### src/rtl/flt2fix_unit.sv
// float16 -> signed fixed point (FRAC_BITS fraction bits), serial shifter, RNE rounding.
// Define FLT2FIX_FLAGS_EN to add the flags[2:0] = {invalid, overflow, inexact} output.
module flt2fix_unit #(
    parameter int FRAC_BITS  = 8,
    parameter int MAX_RSHIFT = 13
) (
    input  logic        clk,
    input  logic        reset,
    input  logic        start,
    input  logic [15:0] flt_in,
    output logic [15:0] fix_out,
`ifdef FLT2FIX_FLAGS_EN
    output logic [2:0]  flags,
`endif
    output logic        busy,
    output logic        done
);

    localparam int         BIAS     = 25 - FRAC_BITS;
    localparam logic [5:0] E_LO     = 6'(BIAS);
    localparam logic [5:0] E_SAT    = 6'(BIAS + 5);
    localparam logic [5:0] RS_CLAMP = 6'(MAX_RSHIFT);

    typedef enum logic [2:0] {
        IDLE,
        UNPACK,
        SHIFT,
        ROUND,
        DONE
    } state_t;

    state_t      state;
    logic [15:0] op;
    logic [15:0] mag;
    logic        guard;
    logic        sticky;
    logic        go_left_q;
    logic [4:0]  cnt;

    logic        op_s;
    logic [4:0]  op_e;
    logic [9:0]  op_m;
    logic [5:0]  op_e6;

    assign op_s  = op[15];
    assign op_e  = op[14:10];
    assign op_m  = op[9:0];
    assign op_e6 = {1'b0, op_e};

    // Operand classification: specials resolve directly in UNPACK.
    logic        sp_hit;
    logic [15:0] sp_res;
`ifdef FLT2FIX_FLAGS_EN
    logic [2:0]  sp_flg;
`endif

    always_comb begin
        sp_hit = 1'b0;
        sp_res = 16'h0000;
`ifdef FLT2FIX_FLAGS_EN
        sp_flg = 3'b000;
`endif
        if (op_e == 5'd31) begin
            sp_hit = 1'b1;
            if (op_m != 10'd0) begin
                sp_res = 16'h7FFF;
`ifdef FLT2FIX_FLAGS_EN
                sp_flg = 3'b100;
`endif
            end else begin
                sp_res = op_s ? 16'h8000 : 16'h7FFF;
`ifdef FLT2FIX_FLAGS_EN
                sp_flg = 3'b010;
`endif
            end
        end else if (op_e == 5'd0) begin
            sp_hit = 1'b1;
            sp_res = 16'h0000;
`ifdef FLT2FIX_FLAGS_EN
            sp_flg = {2'b00, |op_m};
`endif
        end else if (op_e6 >= E_SAT) begin
            sp_hit = 1'b1;
            if (op_s && (op_e6 == E_SAT) && (op_m == 10'd0)) begin
                sp_res = 16'h8000;
            end else begin
                sp_res = op_s ? 16'h8000 : 16'h7FFF;
`ifdef FLT2FIX_FLAGS_EN
                sp_flg = 3'b010;
`endif
            end
        end
    end

    // Shift direction and step count for the normal path.
    logic       go_left;
    logic [5:0] kdiff;
    logic [4:0] k_cnt;

    always_comb begin
        go_left = (op_e6 >= E_LO);
        kdiff   = go_left ? (op_e6 - E_LO) : (E_LO - op_e6);
        if (!go_left && (kdiff > RS_CLAMP)) begin
            k_cnt = RS_CLAMP[4:0];
        end else begin
            k_cnt = kdiff[4:0];
        end
    end

    // Round to nearest, ties to even, then apply sign.
    logic        rnd_up;
    logic [15:0] rnd_mag;
    logic [15:0] rnd_res;

    always_comb begin
        rnd_up  = guard & (sticky | mag[0]);
        rnd_mag = mag + {15'd0, rnd_up};
        rnd_res = op_s ? (-rnd_mag) : rnd_mag;
    end

    always_ff @(posedge clk) begin
        if (reset) begin
            state     <= IDLE;
            op        <= 16'h0000;
            mag       <= 16'h0000;
            guard     <= 1'b0;
            sticky    <= 1'b0;
            go_left_q <= 1'b0;
            cnt       <= 5'd0;
            fix_out   <= 16'h0000;
            busy      <= 1'b0;
            done      <= 1'b0;
`ifdef FLT2FIX_FLAGS_EN
            flags     <= 3'b000;
`endif
        end else begin
            unique case (state)
                IDLE: begin
                    done <= 1'b0;
                    if (start) begin
                        op    <= flt_in;
                        busy  <= 1'b1;
                        state <= UNPACK;
                    end
                end
                UNPACK: begin
                    mag       <= {5'd0, 1'b1, op_m};
                    guard     <= 1'b0;
                    sticky    <= 1'b0;
                    go_left_q <= go_left;
                    cnt       <= k_cnt;
                    if (sp_hit) begin
                        fix_out <= sp_res;
`ifdef FLT2FIX_FLAGS_EN
                        flags   <= sp_flg;
`endif
                        done    <= 1'b1;
                        state   <= DONE;
                    end else if (k_cnt == 5'd0) begin
                        state <= ROUND;
                    end else begin
                        state <= SHIFT;
                    end
                end
                SHIFT: begin
                    if (go_left_q) begin
                        mag <= {mag[14:0], 1'b0};
                    end else begin
                        mag    <= {1'b0, mag[15:1]};
                        guard  <= mag[0];
                        sticky <= sticky | guard;
                    end
                    cnt <= cnt - 5'd1;
                    if (cnt == 5'd1) begin
                        state <= ROUND;
                    end
                end
                ROUND: begin
                    fix_out <= rnd_res;
`ifdef FLT2FIX_FLAGS_EN
                    flags   <= {2'b00, guard | sticky};
`endif
                    done    <= 1'b1;
                    state   <= DONE;
                end
                DONE: begin
                    done  <= 1'b0;
                    busy  <= 1'b0;
                    state <= IDLE;
                end
                default: begin
                    done  <= 1'b0;
                    busy  <= 1'b0;
                    state <= IDLE;
                end
            endcase
        end
    end

endmodule

### config.mk
export PLATFORM = sky130hd
export DESIGN_NAME = flt2fix_unit
export DESIGN_NICKNAME = d
export VERILOG_FILES = /design/src/rtl/flt2fix_unit.sv
export SDC_FILE = /design/constraint.sdc
export NUM_CORES = 1
export LEC_CHECK = 0
export ABC_AREA = 1
export CELL_PAD_IN_SITES_DETAIL_PLACEMENT = 0
export CELL_PAD_IN_SITES_GLOBAL_PLACEMENT = 1
export CORE_MARGIN = 8
export CORE_UTILIZATION = 41
export CTS_BUF_LIST = sky130_fd_sc_hd__clkbuf_16
export CTS_CLUSTER_SIZE = 14
export DETAILED_ROUTE_END_ITERATION = 8
export GPL_TIMING_DRIVEN = 0
export HOLD_SLACK_MARGIN = 0.06
export PLACE_DENSITY_LB_ADDON = 0.1
export SETUP_SLACK_MARGIN = 0.4
export SYNTH_ARGS = -nofsm -noshare
export SYNTH_HDL_FRONTEND = slang
export SYNTH_SLANG_ARGS = --single-unit
### constraint.sdc
create_clock -name clk -period 2.8 [get_ports clk]
set_input_delay 0.56 -clock clk [delete_from_list [all_inputs] [get_ports clk]]
set_output_delay 0.56 -clock clk [all_outputs]
set_load 0.03 [all_outputs]
Yosys cells after proc, flatten, opt, wreduce, memory -nomap -nowiden
Cells that the tools add are included. W data, S select, Z words.

Flip-flop bits (word level): 61. Word-level logic and storage cells: 81. Output and inout bits: 18.

Order comparisons: 3. Multiplexer cells: 30. Bitwise logic cells: 5. Reductions and logical operators: 18. Equality and inequality tests: 10. Add/sub/neg operators: 5.

Operators by type and width (count): $mux W16 (9); $pmux W16 S2 (2); $add A16 B1 Y16 (1); $neg A16 Y16 (1); $pmux W3 S4 (1); $reduce_and A2 Y1 (6); $eq A5 B5 Y1 const B (2); $ge A5 B5 Y1 const B (2); $logic_not A10 Y1 (1); $logic_not A5 Y1 (2); $pmux W5 S2 (1); $reduce_bool A10 Y1 (1); $mux W3 (3); $mux W1 (8); $ne A2 B2 Y1 const B (4); $eq A3 B2 Y1 const B (2); $gt A6 B4 Y1 const B (1); $mux W6 (1); $pmux W1 S2 (3); $sub A5 B5 Y6 const A (1); $sub A5 B5 Y6 const B (1); $eq A5 B1 Y1 const B (1); $mux W5 (1); $sub A5 B1 Y5 const B (1); 10 further kinds (15).

Logic depth before layout (Yosys ltp)
Gate-level depths: netlist (run 1).

Depth after elaboration: 9. Gate-level depth with buffers: 16. Gate-level depth less buffers: 16.

Worst setup path after synthesis (run 1)
Ideal clock, no wire load.

Kind: register -> register. Start: register mag[0]. End: register fix_out[14]. Slack: 608 ps. Required time: 2680 ps. Arrival: 2072 ps. Clock period less this slack: 2192 ps. Stages on the path, launching flop included: 17. Cell sequence: dfxtp_1 o21a_1 ha_1 ha_1 inv_1 ha_1 inv_1 a21oi_1 nand2_1 nor2_1 nand2_1 nor2_1 nand3_1 nand2_1 nand3_1 nand3_1 a21oi_1.

Word-level cells in the longest chain between the ends: 6.

Ends and longest elaborated chain: from (decl) (line 34) `logic [15:0] mag;`; from (signal assigned) (line 147) `mag <= {5'd0, 1'b1, op_m};`; from (signal assigned) (line 167) `mag <= {mag[14:0], 1'b0};`; from (signal assigned) (line 169) `mag <= {1'b0, mag[15:1]};`; $or A1 B1 Y1 (line 116) `rnd_up = guard & (sticky | mag[0]);`; $and A1 B1 Y1 (line 116); $add A16 B1 Y16 (*) (line 117) `rnd_mag = mag + {15'd0, rnd_up};`; $neg A16 Y16 (line 118) `rnd_res = op_s ? (-rnd_mag) : rnd_mag;`; $mux W16 (*) (line 118); $pmux W16 S2 (*) (line 137) `unique case (state)`; to (signal assigned) (line 153) `fix_out <= sp_res;`; to (signal assigned) (line 179) `fix_out <= rnd_res;`; to (decl) (line 11) `output logic [15:0] fix_out,`.

Every way passes the cells marked *; elsewhere a longest branch is shown, timed or not. A chain may end at the register's enable or synchronous reset.

Worst setup path after layout (run 1)
Ends and elaborated chain as after synthesis.

==> results.sh, run 1 <==
export IMPL_overflow=0
export IMPL_numCtsBuffers=9
export IMPL_grt_max_degree=11
export IMPL_dieHeight_um=111
export IMPL_gr_usage_all_layers_pct=17.4
export IMPL_drv_slew=0
export IMPL_initial_core_util_pct=42.5
export IMPL_worst_ep_required_time_ns=3.01
export IMPL_ys_warn_count=0
export IMPL_synthTopCellsByArea="dfxtp_1 (33%), nand2_1 (14%), o21ai_0 (8.2%)"
export IMPL_p_total_uw=4430
export IMPL_cts_tree="built"
export IMPL_synth_top_area_cell="dfxtp_1"
export IMPL_place_congestion=0.864
export IMPL_final_common_cell="nand2_1"
export IMPL_ys_seq_area_share_pct=32.8
export IMPL_cp_max_fo=4
export IMPL_switching_power_uw=1870
export IMPL_outcome="completed"
export IMPL_antenna_cells=0
export IMPL_io_buffer_count=35
export IMPL_final_cell_mix="nand2_1 (137), inv_1 (64), o21ai_0 (59), dfxtp_1 (59), a21oi_1 (55)"
export IMPL_combPwrFrac_pct=44.6
export IMPL_slew_limit_headroom_pct=62.9
export IMPL_timing_fmax_mhz=446
export IMPL_rsz0062_at_grt="yes"
export IMPL_drtIter0Drc=244
export IMPL_drt_total_wl_um=10800
export IMPL_setup_viol=0
export IMPL_final_util_pct=53.1
export IMPL_clkPwrFrac_pct=26.4
export IMPL_htreeDepth=3
export IMPL_rows=34
export IMPL_path_class="register to register"
export IMPL_coreArea_um2=8760
export IMPL_total_leakage_power_uw=0.00191
export IMPL_antenna_found_initial=0
export IMPL_swShare_pct=42.1
export IMPL_post_drt_via_cell_ratio=5.25
export IMPL_fin_tns_setup_ns=0
export IMPL_hold_class="register to register"
export IMPL_synth_mux_area_share_pct=0
export IMPL_ys_ff_latch=61
export IMPL_synth_area_per_cell_um2=6.45
export IMPL_ant_nets=0
export IMPL_grt_pass1_vias=3611
export IMPL_seqPwrFrac_pct=29.0
export IMPL_worst_slack_ns=0.558
export IMPL_reg2reg_depth=16
export IMPL_clock_sinks=61
export IMPL_cpMostUsedCell="ha_4"
export IMPL_drive_gt1_share_pct=11.5
export IMPL_hold_viol_final=0
export IMPL_die_area_um2=12400
export IMPL_synth_top_family_by_area="simple AND/OR/NAND/NOR gates"
export IMPL_cp_num_cells=16
export IMPL_synth_xor_area_share_pct=1.88
export IMPL_worstMarginPinSlew_ns=0.553
export IMPL_min_delay_path_depth=2
export IMPL_path_cells="o21a_1, ha_4, ha_4, inv_2, ha_4, inv_2, a21oi_2, nand2_1, nor2_1, nand2_1, nor2_2, nand3_2, nand2_2, nand3_1, nand3_1, a21oi_1"
export IMPL_dp_hpwl_um=8300
export IMPL_critPathBufInv=2
export IMPL_ir_worst_vdd_mv=0.421
export IMPL_ios=37
export IMPL_vias=3887
export IMPL_finalClockSkew_ns=0.00509
export IMPL_clk_insertion_delay_late_ns=0.33
export IMPL_first_pass_iters=5
export IMPL_max_cap_violations=0
export IMPL_worst_path_max_delay_cell="dfxtp_4"
export IMPL_slowest_delay_ns=0.35
export IMPL_dp_slack_ns=0.182
export IMPL_wire_per_inst_um=14.6
export IMPL_final_period_utilization_pct=80.1
export IMPL_critPathArrivalTime_ns=2.45
export IMPL_p_per_area_nw_per_um2=952
export IMPL_syn_to_final_growth_pct=25.0
export IMPL_clk_pin_slew_ns=0.05
export IMPL_start_kind="register"
export IMPL_synth_cells=577
export IMPL_synthAdderAreaFrac_pct=4.03
export IMPL_cp_top_family="simple AND/OR/NAND/NOR gates"
export IMPL_netlist_area_leader_share_pct=32.8
export IMPL_ctsLongestPathBuffers=2
export IMPL_fp_dieW_um=111
export IMPL_grt_pass1_wl_um=17900
export IMPL_ys_types=32
export IMPL_period_minus_slack_ns=2.24
export IMPL_final_nets=659
export IMPL_synth_compound_area_share_pct=21.1
export IMPL_cts_root_buf="clkbuf_16"
export IMPL_intPower_uw=2560
export IMPL_synth_fp_nets=608
export IMPL_ctsHoldBuffers=0
export IMPL_syn_area_um2=3720
export IMPL_post_route_drc_count=0
export IMPL_synthSimpleGateAreaFrac_pct=30.3
export IMPL_cp_end_kind="register"
## power by group through the flow
stage / registers, µW / logic, µW / clock network [µW]
after CTS: 1280 / 1900 / 1180
after detailed placement: 1300 / 1890 / 0
final: 1290 / 1980 / 1170
after global routing: 1320 / 2230 / 1220
after global placement: 1290 / 1860 / 0
after floorplan: 1430 / 1190 / 0
## registers in the layout, summed over array words and instances, names as in the netlist
name,cells
busy,1
go_left_q,1
sticky,1
done,1
fix_out,16
guard,1
mag,16
cnt,5
state,3
op,16
## kinds of logic (layout without fill, tap and decap cells)
kind of cell / after synthesis / after routing
DFF: 61 / 61
adders and majority gates: 12 / 12
xor gates and xnor gates: 8 / 8
and+or+nand+nor: 254 / 254
buffers and inverters: 96 / 152
AOI/OAI and AO/OA: 146 / 146
## synth_stat cells
cell      number
a211oi_1       1
a21oi_1       57
a21oi_2        1
a221oi_1       1
a31oi_1       13
buf_2          4
buf_4          1
clkbuf_1      19
dfxtp_1       61
ha_1          12
inv_1         63
inv_2          9
nand2_1      142
nand2_2        8
nand3_1       37
nand3_2        1
nand3b_1       2
nand4_1       13
nor2_1        33
nor2_2         6
nor2_4         3
nor3_1         5
nor3_2         2
nor4_1         2
o211ai_1       4
o21a_1         2
o21ai_0       61
o21ai_1        2
o221ai_1       2
o31ai_1        2
xnor2_1        2
xor2_1         6
## final cells by class
type	count	area (µm²)
buffer	24	98.8
clock buffer	9	225
clock inverter	7	83.8
fill	912	4110
inverter	72	273
multi-input combinational	420	2220
sequential	61	1230
tap	108	135
timing repair buffer	40	388
## through the flow
stage	hold slack, ns	cell area, µm²	instances
6_report	0.468	4650	741
5_1_grt	0.491	4650	741
4_1_cts	0.467	4540	737
3_5_place_dp	0.459	4210	720
3_3_place_gp	0.453	4210	720
2_1_floorplan	0.437	3720	577
## what timing repair did
item                                    CTS  global route
setup buffers                             1             4
pin swaps                                 1             8
gates resized for setup                   5            24
endpoints found under the setup margin    9            11
## routing by layer
metal  global-route usage, %  up-vias  wire length [µm]
met5                       0        -                 0
met4                    6.22        0               138
met3                    2.92       10               300
met2                    26.4       70              4780
met1                    24.1     1785              5620
li1                        -     2022                 -
## final timing paths
path	slack, ns	end	startpoint
worst max-delay path	0.56	fix_out[14]	mag[0]
worst min-delay path	0.47	op[8]	op[8]
worst max register to register	0.56	fix_out[14]	mag[0]
worst min register to register	0.47	op[8]	op[8]
## worst min-delay path: cells and delay by family (launching register included)
family	cells	cell delay, ns
buffers and inverters	1	0.05
AOI/OAI and AO/OA	1	0.05
DFF	1	0.32
Note: power is estimated with default switching activity, not from simulation.
==> inputs of run 2 (changes only) <==
CORE_UTILIZATION = 37   (was 41)
clock period = 1.9 ns   (was 2.8 ns; I/O delays follow)
==> run 2 against run 1 <==
  * Setup slack worse by 0.91 ns
  * Via count up 4.8%
  * Core utilization up 2.7 points
  * Sequential power up 50%
  * The flow now finishes with violations (setup timing)
  * Worst hold slack about the same
  * Highest routed layer unchanged
==> results.sh, run 2 (same netlist as run 1, synthesis figures left out) <==
export IMPL_worst_ep_required_time_ns=2.16
export IMPL_reg2reg_depth=17
export IMPL_final_nets=702
export IMPL_hold_viol_final=0
export IMPL_ctsLongestPathBuffers=2
export IMPL_hold_class="register to register"
export IMPL_ant_nets=0
export IMPL_overflow=0
export IMPL_worst_path_max_delay_cell="dfxtp_2"
export IMPL_worstMarginPinSlew_ns=0.535
export IMPL_path_cells="o21a_1, ha_4, ha_4, nand3_4, buf_6, nor2_4, nor2_4, nor2_4, nor2_2, nand2_2, nor2_4, nand2_2, nand2_2, nand2_1, nand2_1, nand3_2, a21oi_2"
export IMPL_die_area_um2=13500
export IMPL_ctsHoldBuffers=0
export IMPL_total_leakage_power_uw=0.00228
export IMPL_grt_pass1_wl_um=19100
export IMPL_slowest_delay_ns=0.32
export IMPL_post_drt_via_cell_ratio=5.05
export IMPL_outcome="complete, but fails checks"
export IMPL_clk_insertion_delay_late_ns=0.33
export IMPL_rr_endpoint="fix_out[15]"
export IMPL_cts_tree="built"
export IMPL_place_congestion=0.840
export IMPL_rows=36
export IMPL_setup_viol=12
export IMPL_start_kind="register"
export IMPL_wire_per_inst_um=14.7
export IMPL_cp_end_kind="register"
export IMPL_swShare_pct=43.5
export IMPL_cp_startpoint="sticky"
export IMPL_switching_power_uw=3170
export IMPL_syn_to_final_growth_pct=46.6
export IMPL_htreeDepth=3
export IMPL_slew_limit_headroom_pct=64.3
export IMPL_grt_pass1_vias=3912
export IMPL_violations="setup timing"
export IMPL_p_per_area_nw_per_um2=1330
export IMPL_highest_layer="met4"
export IMPL_critPathBufInv=1
export IMPL_drt_total_wl_um=11800
export IMPL_seqPwrFrac_pct=26.6
export IMPL_endpoint="fix_out[15]"
export IMPL_cts_root_buf="clkbuf_16"
export IMPL_finalClockSkew_ns=0.00445
export IMPL_max_cap_violations=0
export IMPL_path_class="register to register"
export IMPL_initial_core_util_pct=38.1
export IMPL_dieHeight_um=116
export IMPL_gr_usage_all_layers_pct=18.0
export IMPL_cp_num_cells=17
export IMPL_vias=4074
export IMPL_r2r_setup_slack_ns=-0.36
export IMPL_critPathArrivalTime_ns=2.52
export IMPL_dp_slack_ns=-0.427
export IMPL_final_period_utilization_pct=119
export IMPL_r2r_start="sticky"
export IMPL_final_cell_mix="nand2_1 (115), inv_1 (56), dfxtp_1 (52)"
export IMPL_coreArea_um2=9770
export IMPL_numCtsBuffers=9
export IMPL_fp_dieW_um=116
export IMPL_place_inst=745
export IMPL_intPower_uw=4120
export IMPL_drive_gt1_share_pct=30.3
export IMPL_whs_ns=0.468
export IMPL_antenna_found_initial=0
export IMPL_io_buffer_count=35
export IMPL_worst_slack_ns=-0.356
export IMPL_met1_length_um=5910
export IMPL_period_minus_slack_ns=2.26
export IMPL_drtIter0Drc=287
export IMPL_final_util_pct=55.8
export IMPL_clk_pin_slew_ns=0.05
export IMPL_dp_hpwl_um=8540
export IMPL_final_common_cell="nand2_1"
export IMPL_ir_worst_vdd_mv=0.787
export IMPL_largestRegisters="fix_out x16, mag x16, op x16"
export IMPL_clkPwrFrac_pct=19.3
export IMPL_met2_length_um=5360
export IMPL_combPwrFrac_pct=54.1
export IMPL_route_met3_wl_um=377
export IMPL_ios=37
export IMPL_timing_fmax_mhz=443
export IMPL_cpMostUsedCell="nor2_4"
export IMPL_cp_top_family="simple AND/OR/NAND/NOR gates"
export IMPL_grt_max_degree=11
export IMPL_first_pass_iters=4
export IMPL_drv_slew=0
export IMPL_fin_cells=807
export IMPL_rsz0062_at_grt="yes"
export IMPL_antenna_cells=0
export IMPL_post_route_drc_count=0
export IMPL_clock_sinks=61
export IMPL_cp_max_fo=4
-- run 2: final cells by class --
class	instances	area, µm²
sequential	61	1240
multi-input combinational	420	2630
tap	133	166
timing repair buffer	83	734
buffer	24	131
inverter	72	303
fill	936	4320
clock buffer	9	225
clock inverter	5	23.8
-- run 2: how the worst min path moves through the flow --
stage / startpoint / end / cells after the start
floorplan: op[1] / op[1] / 2
global placement: op[0] / op[0] / 2
detailed placement: mag[15] / mag[15] / 2
CTS: op[3] / op[3] / 2
global route: busy / busy / 2
finish: op[3] / op[3] / 2
-- run 2: routing by layer --
metal | up-vias | global-route usage, %
met4 | 0 | 6.05
li1 | 2107 | -
met1 | 1877 | 24.1
met2 | 72 | 28.8
met5 | - | 0
met3 | 18 | 2.84
-- run 2: power by group through the flow --
stage               clock network (µW)  registers [µW]  logic [µW]
finish                            1410            1930        3940
global route                      1490            1990        4320
CTS                               1430            1910        3400
detailed placement                   0            1940        2920
global placement                     0            1930        2880
floorplan                            0            2130        1870
-- run 2: worst reg2reg max path: stages (launching register included) --
cell,delay (ns)
dfxtp_2,0.32
o21a_1,0.21
ha_4,0.18
ha_4,0.19
nand3_4,0.10
buf_6,0.13
nor2_4,0.05
nor2_4,0.11
nor2_4,0.05
nor2_2,0.11
nand2_2,0.08
nor2_4,0.12
nand2_2,0.08
nand2_2,0.07
nand2_1,0.05
nand2_1,0.07
nand3_2,0.12
a21oi_2,0.15
-- run 2: timing repair --
| item | 4_1_cts | 5_1_grt |
|---|---|---|
| cloned | 1 | 0 |
| pin swaps | 32 | 42 |
| setup endpoints to repair | 70 | 50 |
| resized for setup | 67 | 99 |
| setup buffers | 30 | 17 |
-- run 2: through the flow --
stage | TNS [ns] | power [µW] | cell area (µm²)
2_1_floorplan | -0.381 | 3990 | 3870
3_3_place_gp | -2.51 | 4810 | 4390
3_5_place_dp | -2.82 | 4850 | 4390
4_1_cts | -2.50 | 6740 | 5000
5_1_grt | -4.76 | 7800 | 5460
6_report | -3.29 | 7280 | 5460
==> inputs of run 3 (changes only) <==
HOLD_SLACK_MARGIN = unset   (was 0.06)
SETUP_SLACK_MARGIN = 0.1   (was 0.4)
==> run 3 against run 2 <==
  * The run still ends with setup timing left
  * Core utilization shrank 2.3 points
  * Clock skew grew 0.0028 ns
  * Die area unchanged
  * Critical path depth decreased by 1
  * Critical path type unchanged
  * Largest cell class unchanged
  * Highest routed layer unchanged
==> results.sh, run 3 (same netlist as run 1, synthesis figures left out) <==
export IMPL_drtIter0Drc=212
export IMPL_intPower_uw=4220
export IMPL_clock_sinks=61
export IMPL_p_per_area_nw_per_um2=1390
export IMPL_finalClockSkew_ns=0.00721
export IMPL_post_drt_via_cell_ratio=5.01
export IMPL_rsz0062_at_grt="yes"
export IMPL_hold_viol_final=0
export IMPL_max_cap_violations=0
export IMPL_ctsHoldBuffers=0
export IMPL_worstMarginPinSlew_ns=0.549
export IMPL_antenna_cells=0
export IMPL_fp_dieW_um=116
export IMPL_place_area_um2=4310
export IMPL_final_cell_mix="nand2_1 (114), dfxtp_1 (55), inv_1 (54), o21ai_0 (54), a21oi_1 (50)"
export IMPL_path_class="register to register"
export IMPL_grt_pass1_wl_um=18600
export IMPL_swShare_pct=42.0
export IMPL_timing_fmax_mhz=449
export IMPL_setup_viol=10
export IMPL_worst_ep_required_time_ns=2.16
export IMPL_place_congestion=0.833
export IMPL_io_buffer_count=35
export IMPL_switching_power_uw=3060
export IMPL_seqPwrFrac_pct=26.2
export IMPL_wire_per_inst_um=14.6
export IMPL_use_met2_pct=26.8
export IMPL_min_delay_path_depth=2
export IMPL_combPwrFrac_pct=50.5
export IMPL_post_route_drc_count=0
export IMPL_clk_pin_slew_ns=0.06
export IMPL_reg2reg_depth=16
export IMPL_ir_worst_vdd_mv=0.521
export IMPL_syn_to_final_growth_pct=40.6
export IMPL_dp_slack_ns=-0.412
export IMPL_final_util_pct=53.5
export IMPL_antenna_found_initial=0
export IMPL_clkPwrFrac_pct=23.3
export IMPL_first_pass_iters=4
export IMPL_largestRegisters="fix_out x16, mag x16, op x16"
export IMPL_ctsLongestPathBuffers=2
export IMPL_grt_pass1_vias=3744
export IMPL_final_common_cell="nand2_1"
export IMPL_start_kind="register"
export IMPL_violations="setup timing"
export IMPL_use_met3_pct=2.95
export IMPL_r2r_start="mag[0]"
export IMPL_rr_endpoint="fix_out[15]"
export IMPL_top_usage_layer="met2"
export IMPL_cpMostUsedCell="nand2_2"
export IMPL_cp_max_fo=3
export IMPL_dieHeight_um=116
export IMPL_total_leakage_power_uw=0.00211
export IMPL_htreeDepth=3
export IMPL_worst_slack_ns=-0.325
export IMPL_slew_limit_headroom_pct=63.4
export IMPL_cts_tree="built"
export IMPL_numCtsBuffers=9
export IMPL_worst_path_max_delay_cell="dfxtp_4"
export IMPL_cts_root_buf="clkbuf_16"
export IMPL_holdCritStartpoint="op[0]"
export IMPL_path_cells="o21a_1, ha_4, ha_4, inv_4, nand2_2, nor2_2, nand2_2, nor2_2, nand2_2, nor2_4, nand2_2, nand2_2, nand2_1, nand2_1, nand3_2, a21oi_2"
export IMPL_drv_slew=0
export IMPL_ant_nets=0
export IMPL_rows=36
export IMPL_period_minus_slack_ns=2.22
export IMPL_r2r_setup_slack_ns=-0.32
export IMPL_hold_class="register to register"
export IMPL_drt_total_wl_um=11600
export IMPL_stdcell_area_um2=5230
export IMPL_final_period_utilization_pct=117
export IMPL_outcome="complete, but fails checks"
export IMPL_grtUsageMet1_pct=24.3
export IMPL_vias=3986
export IMPL_whs_endpoint="op[0]"
export IMPL_grt_max_degree=11
export IMPL_cp_end_kind="register"
export IMPL_die_area_um2=13500
export IMPL_dp_hpwl_um=8490
export IMPL_initial_core_util_pct=38.1
export IMPL_final_nets=689
export IMPL_clk_insertion_delay_late_ns=0.32
export IMPL_coreArea_um2=9770
export IMPL_overflow=0
export IMPL_drive_gt1_share_pct=25.1
export IMPL_slowest_delay_ns=0.33
export IMPL_critPathArrivalTime_ns=2.49
export IMPL_gr_usage_all_layers_pct=17.5
export IMPL_ios=37
[run 3: cell type report]
class	count	area (µm²)
Multi-Input combinational cell	420	2500
Inverter	72	300
Tap cell	133	166
Clock buffer	9	225
Fill cell	986	4540
Buffer	24	108
Sequential cell	61	1240
Clock inverter	6	80.1
Timing Repair Buffer	70	617
[run 3: worst max-delay path, delay by kind of cell (launching register included)]
kind	cells	cell delay, ns
flip-flops	1	0.33
adder cells (fa/ha/maj)	2	0.41
AO/OA/AOI/OAI	2	0.35
AND/OR/NAND/NOR	11	1.02
buffers and inverters	1	0.07
[run 3: metal layers]
| layer | part of all wire, % | wire (µm) | up-vias |
|---|---|---|---|
| li1 | - | - | 2078 |
| met1 | 50 | 5820 | 1838 |
| met2 | 46 | 5280 | 63 |
| met3 | 3.3 | 386 | 7 |
| met4 | 0.79 | 91 | 0 |
| met5 | 0 | 0 | - |
[run 3: how the worst max path moves through the flow]
| stage | from | endpoint | slack (ns) | depth (start not counted) |
|---|---|---|---|---|
| floorplan | mag[0] | fix_out[10] | -0.11 | 15 |
| global placement | mag[0] | fix_out[10] | -0.39 | 15 |
| detailed placement | mag[0] | fix_out[10] | -0.41 | 15 |
| CTS | mag[0] | fix_out[15] | -0.31 | 14 |
| global route | mag[0] | fix_out[14] | -0.50 | 16 |
| finish | mag[0] | fix_out[15] | -0.32 | 16 |
[run 3: power groups by stage]
| stage | Combinational, µW | Sequential, µW | Clock (µW) |
|---|---|---|---|
| 2_1_floorplan | 1790 | 2110 | 0 |
| 3_3_place_gp | 2800 | 1900 | 0 |
| 3_5_place_dp | 2830 | 1910 | 0 |
| 4_1_cts | 3140 | 1900 | 1730 |
| 5_1_grt | 4060 | 1960 | 1780 |
| 6_report | 3670 | 1910 | 1700 |
[run 3: through the flow]
step / hold WS, ns / total power [µW] / instances / TNS, ns
after floorplan: 0.437 / 3890 / 577 / -0.364
after global placement: 0.453 / 4700 / 745 / -4.09
after detailed placement: 0.459 / 4740 / 745 / -4.54
after CTS: 0.467 / 6770 / 777 / -2.41
after global routing: 0.490 / 7800 / 795 / -4.71
final: 0.467 / 7280 / 795 / -2.78
[run 3: repair_timing]
action | CTS | global route
gates resized for setup | 40 | 78
setup endpoints to repair | 39 | 39
pin swaps | 21 | 47
endpoints found under the hold margin | 0 | 0
setup buffers | 17 | 18
